`src/rtl/touch_key_pkg.sv`:
```
// Shared encodings for the touch-key debounce/selection controller: FSM states,
// key bit positions and the single-key (one-hot) test.
package touch_key_pkg;

    typedef enum logic [1:0] {
        ST_IDLE     = 2'd0,
        ST_DEBOUNCE = 2'd1,
        ST_HELD     = 2'd2,
        ST_RELEASE  = 2'd3
    } state_t;

    localparam int KEY_TWFI = 0;
    localparam int KEY_FIEI = 1;
    localparam int KEY_EION = 2;

    function automatic logic onehot3(input logic [2:0] v);
        logic [1:0] w_sum;
        w_sum = {1'b0, v[KEY_TWFI]} + {1'b0, v[KEY_FIEI]} + {1'b0, v[KEY_EION]};
        return (w_sum == 2'd1);
    endfunction

endpackage

```
`src/rtl/touch_sat_cnt.sv`:
```
// Saturating frame counter; clr and inc together restart the count at 1.
// Latency 1 clk, no backpressure.
module touch_sat_cnt #(
    parameter int CNT_W = 6
) (
    input  logic             clk,
    input  logic             reset,
    input  logic             clr,
    input  logic             inc,
    output logic [CNT_W-1:0] q,
    output logic             sat
);

    logic [CNT_W-1:0] r_q;

    always_ff @(posedge clk or posedge reset) begin
        if (reset) begin
            r_q <= '0;
        end else if (clr) begin
            r_q <= inc ? CNT_W'(1) : '0;
        end else if (inc && !sat) begin
            r_q <= r_q + CNT_W'(1);
        end
    end

    assign q   = r_q;
    assign sat = &r_q;

endmodule

```
`src/rtl/touch_key_ctrl.sv`:
```
// Touch-key debounce and radio-button selection; one press pulse per accepted press.
// Optional auto-repeat while held is enabled by defining TOUCH_KEY_REPEAT_EN.
module touch_key_ctrl
    import touch_key_pkg::*;
#(
    parameter int         DEB_FRAMES    = 4,
    parameter int         REL_FRAMES    = 4,
    parameter int         REPEAT_FRAMES = 30,
    parameter logic [2:0] DEFAULT_SEL   = 3'b001,
    parameter int         CNT_W         = 6
) (
    input  logic       clk,
    input  logic       reset,
    input  logic       frame_stb,
    input  logic [2:0] key_hit,
    output logic [2:0] sel,
    output logic [2:0] press_pulse,
    output logic       busy
);

    localparam logic [CNT_W:0] C_DEB = (CNT_W+1)'(DEB_FRAMES);
    localparam logic [CNT_W:0] C_REL = (CNT_W+1)'(REL_FRAMES);
    localparam logic [CNT_W:0] C_REP = (CNT_W+1)'(REPEAT_FRAMES);

    state_t           r_state;
    logic [2:0]       r_cand;
    logic [2:0]       r_sel;
    logic [2:0]       r_pulse;

    logic [CNT_W-1:0] w_cnt;
    logic             w_cnt_sat;
    logic             w_cnt_clr;
    logic             w_cnt_inc;
    logic [CNT_W:0]   w_cnt_p1;
    logic             w_single;
    logic             w_none;
    logic             w_deb_done;
    logic             w_rel_done;
    logic             w_rep_fire;

    assign w_single   = onehot3(key_hit);
    assign w_none     = (key_hit == 3'b000);
    assign w_cnt_p1   = {1'b0, w_cnt} + (CNT_W+1)'(1);
    assign w_deb_done = !w_cnt_sat && (w_cnt_p1 == C_DEB);
    assign w_rel_done = !w_cnt_sat && (w_cnt_p1 == C_REL);

    // Shared debounce/release counter: zeroed on every transition except entry to a counting state.
    always_comb begin
        w_cnt_clr = 1'b0;
        w_cnt_inc = 1'b0;
        if (frame_stb) begin
            case (r_state)
                ST_IDLE: begin
                    w_cnt_clr = 1'b1;
                    w_cnt_inc = w_single && (DEB_FRAMES != 1);
                end
                ST_DEBOUNCE: begin
                    if (key_hit == r_cand && !w_deb_done) w_cnt_inc = 1'b1;
                    else                                  w_cnt_clr = 1'b1;
                end
                ST_HELD: begin
                    w_cnt_clr = 1'b1;
                    w_cnt_inc = w_none && (REL_FRAMES != 1);
                end
                ST_RELEASE: begin
                    if (w_none && !w_rel_done) w_cnt_inc = 1'b1;
                    else                       w_cnt_clr = 1'b1;
                end
                default: w_cnt_clr = 1'b1;
            endcase
        end
    end

    touch_sat_cnt #(.CNT_W(CNT_W)) u_cnt (
        .clk   (clk),
        .reset (reset),
        .clr   (w_cnt_clr),
        .inc   (w_cnt_inc),
        .q     (w_cnt),
        .sat   (w_cnt_sat)
    );

`ifdef TOUCH_KEY_REPEAT_EN
    logic [CNT_W-1:0] w_rep;
    logic             w_rep_sat;
    logic             w_rep_clr;
    logic             w_rep_inc;
    logic             w_rep_hold;
    logic [CNT_W:0]   w_rep_p1;

    // Any touch (single or multi) keeps a held key alive and counts toward the repeat period.
    assign w_rep_hold = frame_stb && (r_state == ST_HELD) && !w_none;
    assign w_rep_p1   = {1'b0, w_rep} + (CNT_W+1)'(1);
    assign w_rep_fire = w_rep_hold && !w_rep_sat && (w_rep_p1 == C_REP);
    assign w_rep_inc  = w_rep_hold && !w_rep_fire;
    assign w_rep_clr  = frame_stb && !w_rep_inc;

    touch_sat_cnt #(.CNT_W(CNT_W)) u_rep_cnt (
        .clk   (clk),
        .reset (reset),
        .clr   (w_rep_clr),
        .inc   (w_rep_inc),
        .q     (w_rep),
        .sat   (w_rep_sat)
    );
`else
    assign w_rep_fire = 1'b0;
`endif

    always_ff @(posedge clk or posedge reset) begin
        if (reset) begin
            r_state <= ST_IDLE;
            r_cand  <= 3'b000;
            r_sel   <= DEFAULT_SEL;
            r_pulse <= 3'b000;
        end else begin
            r_pulse <= 3'b000;
            if (frame_stb) begin
                case (r_state)
                    ST_IDLE: begin
                        if (w_single) begin
                            r_cand <= key_hit;
                            if (DEB_FRAMES == 1) begin
                                r_state <= ST_HELD;
                                r_sel   <= key_hit;
                                r_pulse <= key_hit;
                            end else begin
                                r_state <= ST_DEBOUNCE;
                            end
                        end
                    end
                    ST_DEBOUNCE: begin
                        if (key_hit == r_cand) begin
                            if (w_deb_done) begin
                                r_state <= ST_HELD;
                                r_sel   <= r_cand;
                                r_pulse <= r_cand;
                            end
                        end else begin
                            r_state <= ST_IDLE;
                        end
                    end
                    ST_HELD: begin
                        if (w_none) begin
                            r_state <= (REL_FRAMES == 1) ? ST_IDLE : ST_RELEASE;
                        end else if (w_rep_fire) begin
                            r_pulse <= r_cand;
                        end
                    end
                    ST_RELEASE: begin
                        // A touch during release is contact bounce: resume holding, no new pulse.
                        if (!w_none)        r_state <= ST_HELD;
                        else if (w_rel_done) r_state <= ST_IDLE;
                    end
                    default: r_state <= ST_IDLE;
                endcase
            end
        end
    end

    assign sel         = r_sel;
    assign press_pulse = r_pulse;
    assign busy        = (r_state != ST_IDLE);

endmodule

```
`config.mk`:
```
export PLATFORM = sky130hd
export DESIGN_NAME = touch_key_ctrl
export DESIGN_NICKNAME = d
export VERILOG_FILES = /design/src/rtl/touch_key_pkg.sv /design/src/rtl/touch_sat_cnt.sv /design/src/rtl/touch_key_ctrl.sv
export SDC_FILE = /design/constraint.sdc
export NUM_CORES = 1
export LEC_CHECK = 0
export CELL_PAD_IN_SITES_DETAIL_PLACEMENT = 1
export CELL_PAD_IN_SITES_GLOBAL_PLACEMENT = 2
export CORE_ASPECT_RATIO = 0.6
export CORE_MARGIN = 10
export CORE_UTILIZATION = 36
export CTS_CLUSTER_DIAMETER = 120
export DETAILED_ROUTE_END_ITERATION = 7
export PLACE_DENSITY_LB_ADDON = 0.1
export RECOVER_POWER = 25
export SETUP_SLACK_MARGIN = 0.1
export SYNTH_ARGS = -nofsm -noshare
export SYNTH_HDL_FRONTEND = slang
export SYNTH_SLANG_ARGS = --single-unit
```
`constraint.sdc`:
```
create_clock -name clk -period 6.03 [get_ports clk]
set_input_delay 0.603 -clock clk [delete_from_list [all_inputs] [get_ports clk]]
set_output_delay 0.603 -clock clk [all_outputs]
set_load 0.02 [all_outputs]
```
== Yosys cells after proc, flatten, opt, wreduce, memory -nomap -nowiden ==
Index checks and enable logic that the tools add are counted.

* Flip-flop bits (word level): 17
* Bits of input ports: 6
* Word-level logic and storage cells: 56

* Add/subtract/negate cells: 4
* Equal/unequal tests: 10
* Multiplexer cells: 22
* Reductions and logical operators: 15

{| class="wikitable"
|+ Operator list
! cell !! count
|-
| $mux 2 || 6
|-
| $mux 3 || 4
|-
| $mux 6 || 2
|-
| $pmux 2 s4 || 1
|-
| $add 6x1->7 const B || 1
|-
| $eq 7x3->1 const B || 1
|-
| $mux 1 || 7
|-
| $add 6x1->6 const B || 1
|-
| $ne 3x3->1 const B || 2
|-
| $reduce_and 6->1 || 1
|-
| $reduce_and 5->1 || 1
|-
| $eq 2x1->1 const B || 2
|-
| $eq 2x2->1 const B || 2
|-
| $logic_and 1x1->1 || 4
|-
| $ne 2x2->1 const B || 2
|-
| $pmux 1 s4 || 1
|-
| $reduce_and 4->1 || 1
|-
| $reduce_bool 2->1 || 2
|-
| $eq 3x3->1 || 1
|-
| $logic_not 3->1 || 1
|-
| $pmux 1 s3 || 1
|-
| $reduce_and 3->1 || 1
|-
| $add 1x1->2 || 1
|-
| $add 2x1->2 || 1
|-
| other kinds (3) || 4
|}

== Longest topological paths before layout ==
Gate-level depths: netlist (run 1).

* Word-level depth: 11
* Depth in mapped cells: 7
* Gate-level depth less buffers: 7

== By module ==
From an unflattened synthesis (run 1), not the netlist that was laid out.

* Cell total of the unflattened synthesis: 93
* Area total of the unflattened synthesis: 994.7 um2

{| class="wikitable"
|+ Modules (own cells, without submodules)
! module !! instances !! cells each !! area each (um2) !! sequential area each (um2)
|-
| touch_key_ctrl || 1 || 59 || 638.1 || 276.5
|-
| touch_sat_cnt || 1 || 34 || 356.6 || 150.1
|}

== Least setup slack after synthesis (run 1) ==
OpenSTA, ideal clock, no wires.

* Path type: input -> register
* Start: input port key_hit[0]
* End: register u_cnt.r_q[4] (netlist: u_cnt.q[4])
* Setup time: 87 ps
* Arrival time: 2226 ps
* Slack: 3718 ps
* Stages: 7
* Path buffers: 0
* Path through: inv_1 > fa_1 > nor2b_1 > o21ai_1 > or3_1 > or3_2 > o211ai_1

* Cells in the longest elaborated chain, start to end: 7

{| class="wikitable"
|+ Ends and longest elaborated chain
! item !! line !! source
|-
| start, declared || touch_key_ctrl.sv:15 || <nowiki>input logic [2:0] key_hit,</nowiki>
|-
| $add 1x1->2 (tied with other cells) || touch_key_pkg.sv:18 || <nowiki>w_sum = {1'b0, v[KEY_TWFI]} + {1'b0, v[KEY_FIEI]} + {1'b0, v[KEY_EION]};</nowiki>
|-
| $add 2x1->2 (tied with other cells) || touch_key_pkg.sv:18 ||
|-
| $eq 2x1->1 (tied with other cells) || touch_key_pkg.sv:19 || <nowiki>return (w_sum == 2'd1);</nowiki>
|-
| $pmux 1 s4 || touch_key_ctrl.sv:52 || <nowiki>case (r_state)</nowiki>
|-
| $mux 1 || touch_key_ctrl.sv:51 || <nowiki>if (frame_stb) begin</nowiki>
|-
| $logic_and 1x1->1 || touch_sat_cnt.sv:21 || <nowiki>end else if (inc && !sat) begin</nowiki>
|-
| $reduce_bool 2->1 (no line) || n/a ||
|-
| end signal, assigned || touch_sat_cnt.sv:20 || <nowiki>r_q <= inc ? CNT_W'(1) : '0;</nowiki>
|-
| end signal, assigned || touch_sat_cnt.sv:22 || <nowiki>r_q <= r_q + CNT_W'(1);</nowiki>
|-
| end, declared || touch_sat_cnt.sv:14 || <nowiki>logic [CNT_W-1:0] r_q;</nowiki>
|}

Several ways; a longest one is shown, not always the timed one.
A chain may end at the register's enable or synchronous reset.

== Worst setup path in the final report (run 1) ==
Ends and elaborated chain as after synthesis.

==> flow_metrics.tcl, run 1 <==
set metrics [dict create \
    hp-class "reg2reg" \
    die-width_um 87.73 \
    cts_tree "done" \
    cts_buffer_depth 2 \
    leakagePower_nw 0.5097 \
    start_kind "input port" \
    crit_family "simple AND/OR/NAND/NOR gates" \
    syn_to_final_growth_pct 19.32 \
    p_per_area_nw_per_um2 285.9 \
    n_antenna_cell 0 \
    synthFlopType "dfrtp_1" \
    synthArstFlopShare_pct 100.0 \
    hold_viol_final 0 \
    min_period_over_period_pct 45.81 \
    avgSynthCellArea_um2 10.11 \
    cpPeakStageDelay_ps 510 \
    dpl.cell_count 140 \
    clock-sinks 17 \
    fp.coreArea_um2 2557 \
    peakVddDrop_mv 0.1389 \
    crit_path_top_delay_cell "clkdlybuf4s50_1" \
    detail_route.drc_violations 0 \
    port_buffers 12 \
    layout-drive-gt1-share_pct 16.07 \
    nFillCells 292 \
    layout_commonest_cell "dfrtp_1" \
    dieArea_um2 5320 \
    grt.total_usage_pct 9.809 \
    grt_max_degree 18 \
    relSlewSlack_pct 54.14 \
    clk_latency_ps 250 \
    netlist_area_um2 991.0 \
    syn_inst 98 \
    tightestPinTransition_ps 687.2 \
    drt_iter0_drc 48 \
    clock_skew_ps 2.045 \
    cts_resized 0 \
    final_cell_mix "16 x dfrtp_1, 11 x clkdlybuf4s50_1, 9 x nand2_1" \
    syn_nets 107 \
    antenna_left 0 \
    synth_top_cell_by_area "dfrtp_1" \
    ys_types 39 \
    grt_pass1_wl_um 4064 \
    grt_pass1_vias 778 \
    critPathArrivalTime_ps 2940 \
    status "finished clean" \
    period_minus_slack_ps 2763 \
    wl_per_cell_um 16.43 \
    rsz0062_at_grt "false" \
    htree_levels 1 \
    r2r_setup_slack_ps 3690 \
    rows 14 \
    ys_seq_elements 17 \
    place_ws_ps 2984 \
    drt-vias-per-instance 5.528 \
    dieHeight_um 60.64 \
    drv_cap 0 \
    crit_fanout 5 \
    synth_top_area_share_pct 40.40 \
    finalSetupTns_ps 0 \
    synth_edf_count 0 \
    cp-end-kind "flip-flop" \
    final_max_slew_viol_count 0 \
    finalSetupViolCount 0 \
    path_class "in2reg" \
    drt-pass1-iter-count 4 \
    boundaryPins 13 \
    crit_buf_inv 2 \
    hpwl_um 1895 \
    grt_overflow 0 \
    cts_made_buffers 3 \
    post_cts_buffers 0 \
    hold_buffers 0 \
    synth-seq-area-share_pct 43.06 \
    wl_um 2366 \
    clock-root-buffer "clkbuf_8" \
    antenna_found_initial 0 \
    max_freq_mhz 362.0 \
    crit_required_ps 6210 \
    yosys_warnings 0 \
    finalWorstSetupSlack_ps 3267 \
    fin_nets 122 \
    vias 796 \
    start_util_pct 38.75 \
    globalplace.congestion 0.7490 \
    crit_chain "clkdlybuf4s50_1, inv_1, fa_1, nor2b_1, o21ai_1, or3_1, or3_2, o211ai_1" \
    final_cells 144 \
    clk_pin_slew_ps 70 \
    synthTopCellsByArea "dfrtp_1 40%, mux2_4 4.5%, nand2_1 3.4%, and2_1 3.2%, o31ai_1 3.0%" \
]
-- metrics by stage --
step | hold slack [ps] | util (%) | total power [mW] | area [um2]
floorplan | 503.0 | - | 0.2166 | 991.0
global placement | 492.2 | 44.42 | 0.2479 | 1136
detailed placement | 501.3 | 44.42 | 0.2525 | 1136
CTS | 524.5 | 46.23 | 0.3425 | 1182
global route | 541.9 | 46.23 | 0.3640 | 1182
finish | 520.8 | 46.23 | 0.3380 | 1182
-- cells in the mapped netlist, types with 2 or more instances --
cell type,n
o21ai_0,4
inv_1,7
and2_1,5
ha_1,2
o211ai_1,2
nand3_1,3
nand4_1,2
nor4_1,2
dfrtp_1,16
o31ai_1,4
xor2_1,3
nand2_1,9
or3_1,3
nor3_1,4
a22o_2,2
nor2b_1,4
a41oi_1,2
mux2_4,3
-- final timing paths --
| check | from | end | cells after the start |
|---|---|---|---|
| setup reg to reg | u_cnt.q[0]$_DFFE_PP0P_ | sel[2]$_DFFE_PP0P_ | 6 |
| setup / recovery | key_hit[0] | u_cnt.q[4]$_DFFE_PP0P_ | 8 |
| min in group asynchronous | reset | u_cnt.q[1]$_DFFE_PP0P_ | 2 |
| hold reg to reg | sel[1]$_DFFE_PP0P_ | sel[1]$_DFFE_PP0P_ | 1 |
| max in group asynchronous | reset | u_cnt.q[2]$_DFFE_PP0P_ | 2 |
| hold / removal | sel[1]$_DFFE_PP0P_ | sel[1]$_DFFE_PP0P_ | 1 |
-- per-layer routing --
| metal | track usage [%] | wire [um] | up-vias |
|---|---|---|---|
| met2 | 12.81 | 909 | 14 |
| met3 | 3.342 | 115 | 2 |
| li1 | - | - | 386 |
| met5 | 0 | 0 | - |
| met4 | 2.715 | 19 | 0 |
| met1 | 14.54 | 1322 | 394 |
-- cells by family after synthesis --
kind of cell / count (synthesis) / synth area share (%)
DFF: 17 / 43.06
muxes: 3 / 4.545
buffers and inverters: 11 / 5.303
adders and majority gates: 3 / 4.545
and+or+nand+nor: 40 / 23.86
xor gates and xnor gates: 3 / 2.652
AOI/OAI and AO/OA: 21 / 16.04
-- power by group --
part | internal (mW) | switching, mW
clock network | 0.0459 | 0.0424
registers | 0.131 | 0.0285
logic | 0.0384 | 0.0517
-- registers in the layout, summed over array words and instances (netlist names) --
name and cells:
press_pulse 3, r_cand 3, r_state 2, u_cnt.q 6, sel 3
-- layout make-up --
type                            count  area [um2]  share of cell area [%]
Multi-Input combinational cell     70       511.7                   43.28
Sequential cell                    17       426.7                   36.08
Timing Repair Buffer               13       127.6                   10.79
Clock buffer                        3       41.29                   3.492
Tap cell                           32       40.04                   3.386
Inverter                            8       30.03                   2.540
Clock inverter                      1       5.005                  0.4233
-- worst reg2reg max path: cells and delay by family (launching register included) --
family          cells  cell delay (ps)
mux                 1              330
fa+ha+maj           1              220
simple gates        3             1120
flops               1              480
compound gates      1               90
No activity file was read; power rests on OpenSTA's default activity.
==> run 2: changes to the inputs <==
--- a/config.mk
+++ b/config.mk
@@ -9,7 +9,7 @@
 export CELL_PAD_IN_SITES_GLOBAL_PLACEMENT = 2
 export CORE_ASPECT_RATIO = 0.6
 export CORE_MARGIN = 10
-export CORE_UTILIZATION = 36
+export CORE_UTILIZATION = 34
 export CTS_CLUSTER_DIAMETER = 120
 export DETAILED_ROUTE_END_ITERATION = 7
 export PLACE_DENSITY_LB_ADDON = 0.1
==> constraint.sdc (replaced) <==
create_clock -name clk -period 2.8 [get_ports clk]
set_input_delay 0.28 -clock clk [delete_from_list [all_inputs] [get_ports clk]]
set_output_delay 0.28 -clock clk [all_outputs]
set_load 0.02 [all_outputs]
==> flow_metrics.tcl, run 2 (same netlist as run 1, synthesis figures left out) <==
set metrics [dict create \
    peakVddDrop_mv 0.2575 \
    hpwl_um 1990 \
    fin_nets 124 \
    rsz0062_at_grt "false" \
    grt_pass1_vias 813 \
    drt-pass1-iter-count 4 \
    finalWorstSetupSlack_ps 412.0 \
    fp.coreArea_um2 2834 \
    layout-drive-gt1-share_pct 17.54 \
    crit_path_end "sel[1]$_DFFE_PP0P_" \
    reg2reg_depth 6 \
    crit_fanout 7 \
    period_minus_slack_ps 2388 \
    cts_made_buffers 3 \
    drt_iter0_drc 48 \
    critPathArrivalTime_ps 2530 \
    grt.total_usage_pct 9.922 \
    min_period_over_period_pct 85.29 \
    hold_buffers 0 \
    die-width_um 89.70 \
    clk_latency_ps 260 \
    cts_tree "done" \
    path_class "reg2reg" \
    clk_pin_slew_ps 70 \
    leakagePower_nw 0.5189 \
    wl_um 2582 \
    clock-root-buffer "clkbuf_8" \
    dpl.cell_count 152 \
    wl_per_cell_um 16.55 \
    crit_chain "ha_1, or3b_1, or3_1, o31ai_1, and4_1, mux2_4" \
    clock_skew_ps 7.931 \
    n_antenna_cell 0 \
    crit_buf_inv 0 \
    grt_max_degree 18 \
    drt-vias-per-instance 5.071 \
    detail_route.drc_violations 0 \
    cp-end-kind "flip-flop" \
    grt_overflow 0 \
    cp.depth 6 \
    r2r_end "sel[1]$_DFFE_PP0P_" \
    antenna_left 0 \
    cts_resized 0 \
    start_kind "flip-flop" \
    dieHeight_um 61.82 \
    drv_cap 0 \
    final_max_slew_viol_count 0 \
    p_per_area_nw_per_um2 605.9 \
    boundaryPins 13 \
    startpoint "u_cnt.q[0]$_DFFE_PP0P_" \
    cts_buffer_depth 2 \
    vias 791 \
    final_cell_mix "16 x dfrtp_1, 11 x clkdlybuf4s50_1, 9 x nand2_1" \
    crit_family "simple AND/OR/NAND/NOR gates" \
    dieArea_um2 5545 \
    grt_pass1_wl_um 4071 \
    hold_viol_final 0 \
    port_buffers 12 \
    r2r-start "u_cnt.q[0]$_DFFE_PP0P_" \
    final_cells 156 \
    crit_path_top_delay_cell "dfrtp_1" \
    start_util_pct 34.97 \
    rows 15 \
    max_freq_mhz 418.8 \
    globalplace.congestion 0.7871 \
    post_cts_buffers 0 \
    crit_required_ps 2940 \
    r2r_setup_slack_ps 410 \
    place_ws_ps 164.7 \
    relSlewSlack_pct 53.53 \
    hp-class "reg2reg" \
    largest_reg_flops 6 \
    cpPeakStageDelay_ps 470 \
    syn_to_final_growth_pct 22.10 \
    status "finished clean" \
    finalSetupViolCount 0 \
    antenna_found_initial 0 \
    clock-sinks 17 \
    tightestPinTransition_ps 696.3 \
    finalSetupTns_ps 0 \
    layout_commonest_cell "dfrtp_1" \
    hold_path.startpoint "sel[2]$_DFFE_PP0P_" \
    htree_levels 1 \
    finalPower_mw 0.7331 \
]
run 2: changes by cell type in the layout (fill, tap and decap cells not counted), sizes merged:
cell | before | now
buf | 1 | 3
run 2: power breakdown:
part           switching (mW)  internal [mW]  total, mW
Sequential             0.0597          0.282      0.342
Clock                  0.0935         0.0991      0.193
Combinational           0.110         0.0882      0.198
Total                   0.263          0.470      0.733
run 2: metal layers:
layer / up-vias / GRT usage (%) / part of all wire, % / wire (um)
met5: - / 0 / 0 / 0
met4: 0 / 5.180 / 2.2 / 57
met3: 7 / 3.516 / 5.2 / 133
met2: 18 / 14.71 / 41 / 1068
met1: 378 / 12.46 / 51 / 1323
li1: 388 / - / - / -
run 2: through the flow:
step	utilization (%)	area, um2	hold WS, ps
global placement	41.06	1164	497.9
CTS	42.69	1210	456.5
global route	42.69	1210	544.2
detailed placement	41.06	1164	497.4
finish	42.69	1210	524.6
floorplan	-	991.0	205.3
run 2: worst min-delay path by stage:
| stage | endpoint | slack [ps] | cells past startpoint |
|---|---|---|---|
| floorplan | press_pulse[0]$_DFF_PP0_ | 210 | 1 |
| global placement | sel[2]$_DFFE_PP0P_ | 500 | 1 |
| detailed placement | sel[2]$_DFFE_PP0P_ | 500 | 1 |
| CTS | r_cand[0]$_DFFE_PP0P_ | 460 | 2 |
| global route | sel[2]$_DFFE_PP0P_ | 540 | 1 |
| finish | sel[2]$_DFFE_PP0P_ | 520 | 1 |
run 2: final cells by class:
cell class	count	area, um2
fill	334	1624
multi-input combinational	70	511.7
tap	42	52.55
clock buffer	3	41.29
inverter	8	30.03
timing repair buffer	15	142.6
sequential	17	426.7
clock inverter	1	5.005
run 2: worst register-to-register path, delay by kind of cell (launching register included):
kind	cells	cell delay, ps
mux	1	330
simple gates	3	1160
compound gates	1	100
fa+ha+maj	1	210
flops	1	470
